`src/rtl/riscv_pkg.sv`:
```
// Shared RV32I pipeline definitions: ALU op codes,
// forwarding select codes and datapath width defaults.
package riscv_pkg;

  localparam int DEFAULT_XLEN       = 32;
  localparam int DEFAULT_REG_ADDR_W = 5;

  localparam logic [2:0] ALU_ADD = 3'b000;
  localparam logic [2:0] ALU_SUB = 3'b001;
  localparam logic [2:0] ALU_AND = 3'b010;
  localparam logic [2:0] ALU_OR  = 3'b011;
  localparam logic [2:0] ALU_SLT = 3'b101;

  localparam logic [1:0] FWD_REG = 2'b00;
  localparam logic [1:0] FWD_WB  = 2'b01;
  localparam logic [1:0] FWD_MEM = 2'b10;

endpackage

```
`src/rtl/alu_unit.sv`:
```
// Combinational RV32I ALU: add/sub/and/or/slt.
// Unassigned op codes yield zero.
module alu_unit
  import riscv_pkg::*;
#(
  parameter int XLEN = DEFAULT_XLEN
) (
  input  logic [XLEN-1:0] SrcA,
  input  logic [XLEN-1:0] SrcB,
  input  logic [2:0]      ALUControl,
  output logic [XLEN-1:0] Result,
  output logic            Zero
);

  logic lt;

  assign lt = $signed(SrcA) < $signed(SrcB);

  always_comb begin
    Result = '0;
    unique case (1'b1)
      (ALUControl == ALU_ADD): Result = SrcA + SrcB;
      (ALUControl == ALU_SUB): Result = SrcA - SrcB;
      (ALUControl == ALU_AND): Result = SrcA & SrcB;
      (ALUControl == ALU_OR):  Result = SrcA | SrcB;
      (ALUControl == ALU_SLT): Result = {{(XLEN-1){1'b0}}, lt};
      default:                 Result = '0;
    endcase
  end

  assign Zero = (Result == '0);

endmodule

```
`src/rtl/execute_stage.sv`:
```
// RV32I execute stage: ID/EX register, forwarding muxes,
// ALU, branch resolution and EX/MEM register.
module execute_stage
  import riscv_pkg::*;
#(
  parameter int XLEN       = DEFAULT_XLEN,
  parameter int REG_ADDR_W = DEFAULT_REG_ADDR_W
) (
  input  logic                  clk,
  input  logic                  reset,
  input  logic                  FlushE,
  input  logic                  RegWriteD,
  input  logic                  MemWriteD,
  input  logic                  JumpD,
  input  logic                  BranchD,
  input  logic                  ALUSrcD,
  input  logic [1:0]            ResultSrcD,
  input  logic [2:0]            ALUControlD,
  input  logic [XLEN-1:0]       RD1_D,
  input  logic [XLEN-1:0]       RD2_D,
  input  logic [XLEN-1:0]       ImmExtD,
  input  logic [XLEN-1:0]       PCD,
  input  logic [XLEN-1:0]       PCPlus4D,
  input  logic [REG_ADDR_W-1:0] Rs1_D,
  input  logic [REG_ADDR_W-1:0] Rs2_D,
  input  logic [REG_ADDR_W-1:0] RD_D,
  input  logic [1:0]            ForwardAE,
  input  logic [1:0]            ForwardBE,
  input  logic [XLEN-1:0]       ResultW,
  output logic [REG_ADDR_W-1:0] Rs1_E,
  output logic [REG_ADDR_W-1:0] Rs2_E,
  output logic [REG_ADDR_W-1:0] RD_E,
  output logic                  PCSrcE,
  output logic [XLEN-1:0]       PCTargetE,
  output logic                  RegWriteM,
  output logic                  MemWriteM,
  output logic [1:0]            ResultSrcM,
  output logic [REG_ADDR_W-1:0] RD_M,
  output logic [XLEN-1:0]       ALUResultM,
  output logic [XLEN-1:0]       WriteDataM,
  output logic [XLEN-1:0]       PCPlus4M
);

  typedef struct packed {
    logic                  reg_write;
    logic                  mem_write;
    logic                  jump;
    logic                  branch;
    logic                  alu_src;
    logic [1:0]            result_src;
    logic [2:0]            alu_ctrl;
    logic [XLEN-1:0]       rd1;
    logic [XLEN-1:0]       rd2;
    logic [XLEN-1:0]       imm;
    logic [XLEN-1:0]       pc;
    logic [XLEN-1:0]       pc_plus4;
    logic [REG_ADDR_W-1:0] rs1;
    logic [REG_ADDR_W-1:0] rs2;
    logic [REG_ADDR_W-1:0] rd;
  } id_ex_t;

  typedef struct packed {
    logic                  reg_write;
    logic                  mem_write;
    logic [1:0]            result_src;
    logic [REG_ADDR_W-1:0] rd;
    logic [XLEN-1:0]       alu_result;
    logic [XLEN-1:0]       write_data;
    logic [XLEN-1:0]       pc_plus4;
  } ex_mem_t;

  id_ex_t  id_ex, id_ex_d;
  ex_mem_t ex_mem, ex_mem_d;

  logic [XLEN-1:0] src_a, fwd_b, src_b;
  logic [XLEN-1:0] alu_result;
  logic            zero;

  always_comb begin
    id_ex_d            = '0;
    id_ex_d.reg_write  = RegWriteD;
    id_ex_d.mem_write  = MemWriteD;
    id_ex_d.jump       = JumpD;
    id_ex_d.branch     = BranchD;
    id_ex_d.alu_src    = ALUSrcD;
    id_ex_d.result_src = ResultSrcD;
    id_ex_d.alu_ctrl   = ALUControlD;
    id_ex_d.rd1        = RD1_D;
    id_ex_d.rd2        = RD2_D;
    id_ex_d.imm        = ImmExtD;
    id_ex_d.pc         = PCD;
    id_ex_d.pc_plus4   = PCPlus4D;
    id_ex_d.rs1        = Rs1_D;
    id_ex_d.rs2        = Rs2_D;
    id_ex_d.rd         = RD_D;
  end

  // A flushed capture is an all-zero bubble.
  always_ff @(posedge clk or posedge reset) begin
    if (reset) begin
      id_ex <= '0;
    end else if (FlushE) begin
      id_ex <= '0;
    end else begin
      id_ex <= id_ex_d;
    end
  end

  // Forward from M uses the registered result only.
  always_comb begin
    src_a = id_ex.rd1;
    unique case (ForwardAE)
      FWD_WB:  src_a = ResultW;
      FWD_MEM: src_a = ex_mem.alu_result;
      default: src_a = id_ex.rd1;
    endcase
  end

  always_comb begin
    fwd_b = id_ex.rd2;
    unique case (ForwardBE)
      FWD_WB:  fwd_b = ResultW;
      FWD_MEM: fwd_b = ex_mem.alu_result;
      default: fwd_b = id_ex.rd2;
    endcase
  end

  assign src_b = id_ex.alu_src ? id_ex.imm : fwd_b;

  alu_unit #(
    .XLEN(XLEN)
  ) u_alu (
    .SrcA      (src_a),
    .SrcB      (src_b),
    .ALUControl(id_ex.alu_ctrl),
    .Result    (alu_result),
    .Zero      (zero)
  );

  assign PCSrcE    = (id_ex.branch & zero) | id_ex.jump;
  assign PCTargetE = id_ex.pc + id_ex.imm;

  always_comb begin
    ex_mem_d            = '0;
    ex_mem_d.reg_write  = id_ex.reg_write;
    ex_mem_d.mem_write  = id_ex.mem_write;
    ex_mem_d.result_src = id_ex.result_src;
    ex_mem_d.rd         = id_ex.rd;
    ex_mem_d.alu_result = alu_result;
    ex_mem_d.write_data = fwd_b;
    ex_mem_d.pc_plus4   = id_ex.pc_plus4;
  end

  always_ff @(posedge clk or posedge reset) begin
    if (reset) begin
      ex_mem <= '0;
    end else begin
      ex_mem <= ex_mem_d;
    end
  end

  assign Rs1_E      = id_ex.rs1;
  assign Rs2_E      = id_ex.rs2;
  assign RD_E       = id_ex.rd;
  assign RegWriteM  = ex_mem.reg_write;
  assign MemWriteM  = ex_mem.mem_write;
  assign ResultSrcM = ex_mem.result_src;
  assign RD_M       = ex_mem.rd;
  assign ALUResultM = ex_mem.alu_result;
  assign WriteDataM = ex_mem.write_data;
  assign PCPlus4M   = ex_mem.pc_plus4;

endmodule
```
`config.mk`:
```
export PLATFORM = sky130hd
export DESIGN_NAME = execute_stage
export DESIGN_NICKNAME = d
export VERILOG_FILES = /design/src/rtl/riscv_pkg.sv /design/src/rtl/alu_unit.sv /design/src/rtl/execute_stage.sv
export SDC_FILE = /design/constraint.sdc
export NUM_CORES = 1
export LEC_CHECK = 0
export BUFFER_PORTS_ARGS = -buffer_cell sky130_fd_sc_hd__buf_2
export CAP_MARGIN = 20
export CORE_AREA = 8 8 246 248
export DETAILED_ROUTE_END_ITERATION = 8
export DIE_AREA = 0 0 254 256
export PLACE_DENSITY = 0.48
export SKIP_CTS_REPAIR_TIMING = 1
export SYNTH_ARGS = -nofsm -noshare
export SYNTH_HDL_FRONTEND = slang
export SYNTH_SLANG_ARGS = --single-unit
```
`constraint.sdc`:
```
create_clock -name clk -period 22.6 [get_ports clk]
set_clock_uncertainty 0.2 [all_clocks]
set_input_delay 4.52 -clock clk [delete_from_list [all_inputs] [get_ports clk]]
set_output_delay 4.52 -clock clk [all_outputs]
set_load 0.1 [all_outputs]
```
==> results of run 1 <==
worst max-delay path, delay by kind of cell:
| kind | cells | cell delay, ns |
|---|---|---|
| AND/OR/NAND/NOR | 5 | 1.88 |
| multiplexers | 1 | 0.15 |
| buffers and inverters | 4 | 0.73 |
| AO/OA/AOI/OAI | 9 | 2.62 |
| adder cells (fa/ha/maj) | 3 | 1.38 |
registers in the layout (all words and copies together), names as in the netlist:
signal	flops
id_ex	134
ex_mem_d	36
ALUResultM	32
PCPlus4M	32
WriteDataM	32
RD_E	5
RD_M	5
Rs1_E	5
Rs2_E	5
ResultSrcM	2
MemWriteM	1
RegWriteM	1
area by class of cell:
class | count | area (um2)
Inverter | 144 | 548
Clock buffer | 46 | 1010
Antenna cell | 3 | 7.51
Tap cell | 765 | 957
Clock inverter | 11 | 98.8
Timing Repair Buffer | 393 | 2020
Multi-Input combinational cell | 1261 | 8510
Sequential cell | 290 | 7260
Fill cell | 6027 | 36400
per-stage QoR:
stage / utilization, % / total power [mW]
6_report: 35.9 / 1.81
5_1_grt: 35.9 / 1.89
4_1_cts: 35.9 / 1.83
3_5_place_dp: 34.0 / 1.26
3_3_place_gp: 34.0 / 1.27
2_1_floorplan: - / 1.09
kinds of logic (layout without fill, tap and decap cells):
| kind of cell | Yosys count | after routing | synth area share (%) |
|---|---|---|---|
| and+or+nand+nor | 571 | 571 | 17.6 |
| AOI/OAI and AO/OA | 485 | 485 | 18.8 |
| DFF | 290 | 290 | 43.2 |
| buffers and inverters | 259 | 594 | 6.18 |
| adders and majority gates | 147 | 147 | 11.1 |
| xor gates and xnor gates | 48 | 48 | 2.50 |
| muxes | 10 | 10 | 0.670 |
| other | 0 | 3 | 0 |
report_power, final:
group          switching, mW  leakage (nW)  internal (mW)
Combinational          0.506          5.77          0.155
Sequential            0.0362          3.74          0.560
Clock                  0.226         0.540          0.325
final timing paths:
check                                 startpoint                        to  slack, ns
min reg2reg                ex_mem_d[6]$_DFF_PP0_     PCPlus4M[6]$_DFF_PP0_       0.14
min                        ex_mem_d[6]$_DFF_PP0_     PCPlus4M[6]$_DFF_PP0_       0.14
min in group asynchronous                  reset     PCPlus4M[6]$_DFF_PP0_       3.89
max reg2reg                 id_ex[180]$_DFF_PP0_  ALUResultM[30]$_DFF_PP0_      17.60
max                                 ForwardBE[0]                    PCSrcE       6.59
max in group asynchronous                  reset    ex_mem_d[29]$_DFF_PP0_      15.36
per-layer routing:
| metal | GRT usage [%] | up-vias | share of wire [%] |
|---|---|---|---|
| li1 | - | 6802 | - |
| met1 | 24.8 | 6998 | 43 |
| met2 | 31.4 | 502 | 45 |
| met3 | 7.63 | 114 | 9.3 |
| met4 | 5.75 | 30 | 2.7 |
| met5 | 0 | - | 0.30 |
placed cells by master (no fill, tap or decap), types with 9 or more instances in the layout:
cell       netlist  final
nor2b_1        203    203
nand3_1         22     22
nand2_1        124    124
and3_1           9      9
o21a_1          15     15
inv_1          143    142
buf_4           15     17
or3_1            9      9
a31oi_1         15     15
o22ai_1         14     14
buf_2            8    375
nor3_1          28     28
nor2_1         119    119
xor2_1          10     10
o31ai_1          9      9
ha_1           144    142
a22oi_1         67     67
mux2i_1          9      9
clkbuf_16        0     37
a21oi_1        121    121
o211ai_1        10     10
dfrtp_1        290    288
nand2b_1        12     12
xnor2_1         38     38
o21bai_1        11     11
a21o_1          26     26
a211oi_1        19     19
o21ai_0        111    111
==> flow_summary.toml, run 1 <==
[outcome]
status = "finished, final reports clean"

[timing]
setup_viol = 0
slew_viol_final = 0
worst_slew_pin_slew_ns = 1.00
min_period_over_period_pct = 70.8
max-slew-margin-rel_pct = 32.5
whs_ns = 0.141
final.min_clock_period_ns = 16.01
max_freq_mhz = 62.5
hold_violations = 0
timing.final.ws_setup_ns = 6.59
rsz0062_at_grt = "no"
setup_tns_ns = 0

[place]
dp.cells = 2853
port-buffer-count = 376
preCtsSetupSlack_ns = 6.59
placed_cell_area_mm2 = 0.0193
dpl.hpwl_um = 51700
globalplace.congestion = 0.904

[finish]
finalInstanceArea_mm2 = 0.0204
fin_cells = 2913
area_growth_pct = 21.5
drive_gt1_share_pct = 22.0
nets = 2497

[synthesis]
synthArstFlopShare_pct = 100
synthDistinctLibCells = 78
synth_top_cell_area_share_pct = 43.2
synth_area_leaders = "dfrtp_1, ha_1, nor2b_1"
yosys_warnings = 0
ys_seq_area_share_pct = 43.2
ys_seq_elements = 290
syn_area_per_cell_um2 = 9.28
synthCells = 1810
synthesis.nets = 2181
synth_edf_count = 0
syn_area_mm2 = 0.0168
yosysMostFrequentCell = "dfrtp_1"
post-synth-top-area-cell = "dfrtp_1"
synth-main-ff-cell = "dfrtp_1"
netlist_top_cells_count = "dfrtp_1, nor2b_1, ha_1, inv_1, nand2_1"

[clock_network]
clkLatencyLatePin_ns = 0.55
clockRootBuffer = "clkbuf_16"
cts.sinks = 290
cts_buffers = 36
h-tree-depth = 2
clk_pin_slew_ns = 0.06
clock_path_buffers = 3
cts_tree = "yes"

[detailed_routing]
vias = 14446
first_iter_violations = 984
drc = 0
wl_per_cell_um = 22.6
wirelength_um = 65900
viasPerCell = 4.96
firstDrtPassIters = 5
ant_nets = 0

[power_and_ir_drop]
powerDensity_mw_per_mm2 = 88.6
ir_drop_mv = 0.0555
p_leak_nw = 10.1

[floorplanning]
ioPinCount = 377
chipHeight_um = 256
rows = 88
die_w_um = 254
core-area_mm2 = 0.0568
start_util_pct = 29.6
die-area_mm2 = 0.0650

[global_route]
grt_max_degree = 116
antenna_found_initial = 18
grt-ovfl-total = 0
grt_pass1_vias = 15184
grt_pass1_wl_um = 97500
grtUsageTotal_pct = 19.8

[worst_hold_path]
min_path_cells = 0
hp-class = "reg2reg"

[worst_setup_path]
worstPathCellList = "buf_2 -> inv_1 -> ha_2 -> a22oi_1 -> nor2_1 -> a21oi_1 -> o21ai_0 -> ha_1 -> inv_1 -> fa_1 -> nand2b_1 -> a21oi_1 -> a211oi_1 -> a211oi_1 -> a21boi_0 -> mux2i_1 -> or4_1 -> or3b_2 -> a2111oi_0 -> or4b_1 -> o41ai_2 -> buf_2"
critPathRequiredTime_ns = 17.88
cp_slowest_stage_delay_ns = 0.69
worstPathArrival_ns = 11.29
ff2ff_path_depth = 12
cp-end-kind = "primary output"
worstSetupPathType = "in2out"
cp-start-kind = "primary input"
slowest_stage = "ha_2"
cp_max_fo = 32

[run]
drv_cap = 0
(Power assumes the default switching activity.)
==> run 2, diff against run 1 <==
- clock period: 22.6 -> 15.3 ns (I/O delays scaled with it)
==> run 2 against run 1 <==
- final cell count grew 0.34%
- critical path depth rose by 1
- critical endpoint unchanged
- via count is 0.98% higher
- non-clock buffer count rose by 2
- first-iteration DRC count is 27% higher
==> flow_summary.toml, run 2 (synthesis results as in run 1) <==
[clock_network]
clk_pin_slew_ns = 0.06
clkLatencyLatePin_ns = 0.54
cts.sinks = 290
clock_path_buffers = 3
h-tree-depth = 2
cts_buffers = 36
cts_tree = "yes"
clockRootBuffer = "clkbuf_16"

[timing]
min_period_over_period_pct = 86.2
slew_viol_final = 0
hold_violations = 0
rsz0062_at_grt = "no"
setup_viol = 0
max-slew-margin-rel_pct = 35.3
worst_slew_pin_slew_ns = 0.958
final.min_clock_period_ns = 13.19
max_freq_mhz = 75.8
setup_tns_ns = 0

[worst_hold_path]
min_path_cells = 0
hp-class = "reg2reg"
min_from = "ex_mem_d[15]$_DFF_PP0_"
holdPathEnd = "PCPlus4M[15]$_DFF_PP0_"

[worst_setup_path]
rr_startpoint = "id_ex[180]$_DFF_PP0_"
crit-reg2reg-capture = "ALUResultM[28]$_DFF_PP0_"
cp_max_fo = 22
ff2ff_path_depth = 13
cp-end-kind = "primary output"
crit_top_cell = "a21oi_1"
cp_slowest_stage_delay_ns = 0.57
worstSetupPathType = "in2out"
worstPathCellList = "buf_2 -> inv_1 -> ha_1 -> buf_4 -> a22oi_1 -> nor2_1 -> a21oi_1 -> o21ai_0 -> ha_1 -> inv_1 -> fa_1 -> nand2b_1 -> a21oi_1 -> a211oi_1 -> o22ai_1 -> xnor2_1 -> a21oi_1 -> nor4b_1 -> or4b_1 -> or4_1 -> or4b_1 -> o41ai_2 -> buf_2"
r2r_slack_ns = 9.99
critPathRequiredTime_ns = 12.04
slowest_stage = "or4b_1"
worstPathArrival_ns = 9.93
cp-start-kind = "primary input"

[finish]
final_cell_mix = "buf_2, dfrtp_1, nor2b_1, ha_1, inv_1"
finalInstanceArea_mm2 = 0.0206
fin_util_pct = 36.2
regMostFlops = "id_ex"
final_common_cell = "buf_2"
nets = 2499
largest_register_ffs = 134
drive_gt1_share_pct = 22.1
area_growth_pct = 22.3
fin_cells = 2923

[detailed_routing]
drc = 0
first_iter_violations = 1247
wl_per_cell_um = 22.7
ant_nets = 0
wirelength_um = 66300
vias = 14587
viasPerCell = 4.99
firstDrtPassIters = 6

[power_and_ir_drop]
p_total_mw = 2.75
powerDensity_mw_per_mm2 = 134
p_sw_mw = 1.15
p_comb_share_pct = 35.7
p_int_mw = 1.60
power.share.clock_pct = 32.4
seqPwrFrac_pct = 32.0
p_leak_nw = 10.1
ir_drop_mv = 0.118
swShare_pct = 41.7

[place]
dpl.hpwl_um = 52400
port-buffer-count = 376
globalplace.congestion = 0.944
placed_cell_area_mm2 = 0.0193
dp.cells = 2855

[global_route]
grt_pass1_wl_um = 98600
grtUsageTotal_pct = 20.0
grt-ovfl-total = 0
grt_max_degree = 118
grt_pass1_vias = 15064
antenna_found_initial = 20

[floorplanning]
start_util_pct = 29.6
die-area_mm2 = 0.0650
rows = 88
core-area_mm2 = 0.0568
die_w_um = 254
ioPinCount = 377
chipHeight_um = 256

[run]
drv_cap = 0

[outcome]
status = "finished, final reports clean"
[run 2: changes by cell type in the layout (fill, tap and decap cells not counted)]
cell        delta
ha_1           +1
clkbuf_8       +2
clkbuf_1       +3
buf_4          +2
ha_2           -1
inv_8          +1
bufinv_16      +3
clkinvlp_4     -1
[run 2: layout make-up]
type / count / area [um2]
timing repair buffer: 395 / 2030
multi-input combinational: 1261 / 8510
clock inverter: 14 / 193
inverter: 144 / 548
fill: 5968 / 36300
sequential: 290 / 7260
antenna: 3 / 7.51
tap: 765 / 957
clock buffer: 51 / 1050
[run 2: worst max path at each step]
stage	from	endpoint	depth (start not counted)
global route	ForwardBE[1]	PCSrcE	23
floorplan	ForwardBE[0]	PCSrcE	19
finish	ForwardBE[1]	PCSrcE	23
global placement	ForwardBE[1]	PCSrcE	23
detailed placement	ForwardBE[1]	PCSrcE	23
CTS	ForwardBE[1]	PCSrcE	23
[run 2: through the flow]
stage | worst slack [ns] | hold slack, ns
after floorplan | 2.48 | 0.131
after global placement | 2.34 | 0.131
after detailed placement | 2.21 | 0.135
after CTS | 2.18 | 0.148
after global routing | 1.72 | 0.153
final | 2.11 | 0.143
[run 2: power by group through the flow]
stage | Sequential [mW] | Combinational [mW] | Clock, mW
final | 0.880 | 0.982 | 0.892
after global placement | 0.895 | 0.981 | 0
after global routing | 0.885 | 1.05 | 0.946
after CTS | 0.881 | 0.982 | 0.919
after detailed placement | 0.893 | 0.979 | 0
after floorplan | 1.12 | 0.484 | 0
[run 2: critical path, delay by kind of cell]
kind,cells,cell delay (ns)
adder cells (fa/ha/maj),3,1.16
buffers and inverters,5,1.11
AND/OR/NAND/NOR,6,2.53
AO/OA/AOI/OAI,8,1.92
XOR/XNOR,1,0.14
[run 2: metal layers]
metal,wire length (um),GRT usage [%],vias to the layer above
li1,-,-,6822
met1,28400,25.7,7100
met2,30600,32.3,531
met4,1290,4.02,30
met5,195,0,-
met3,5780,6.81,104
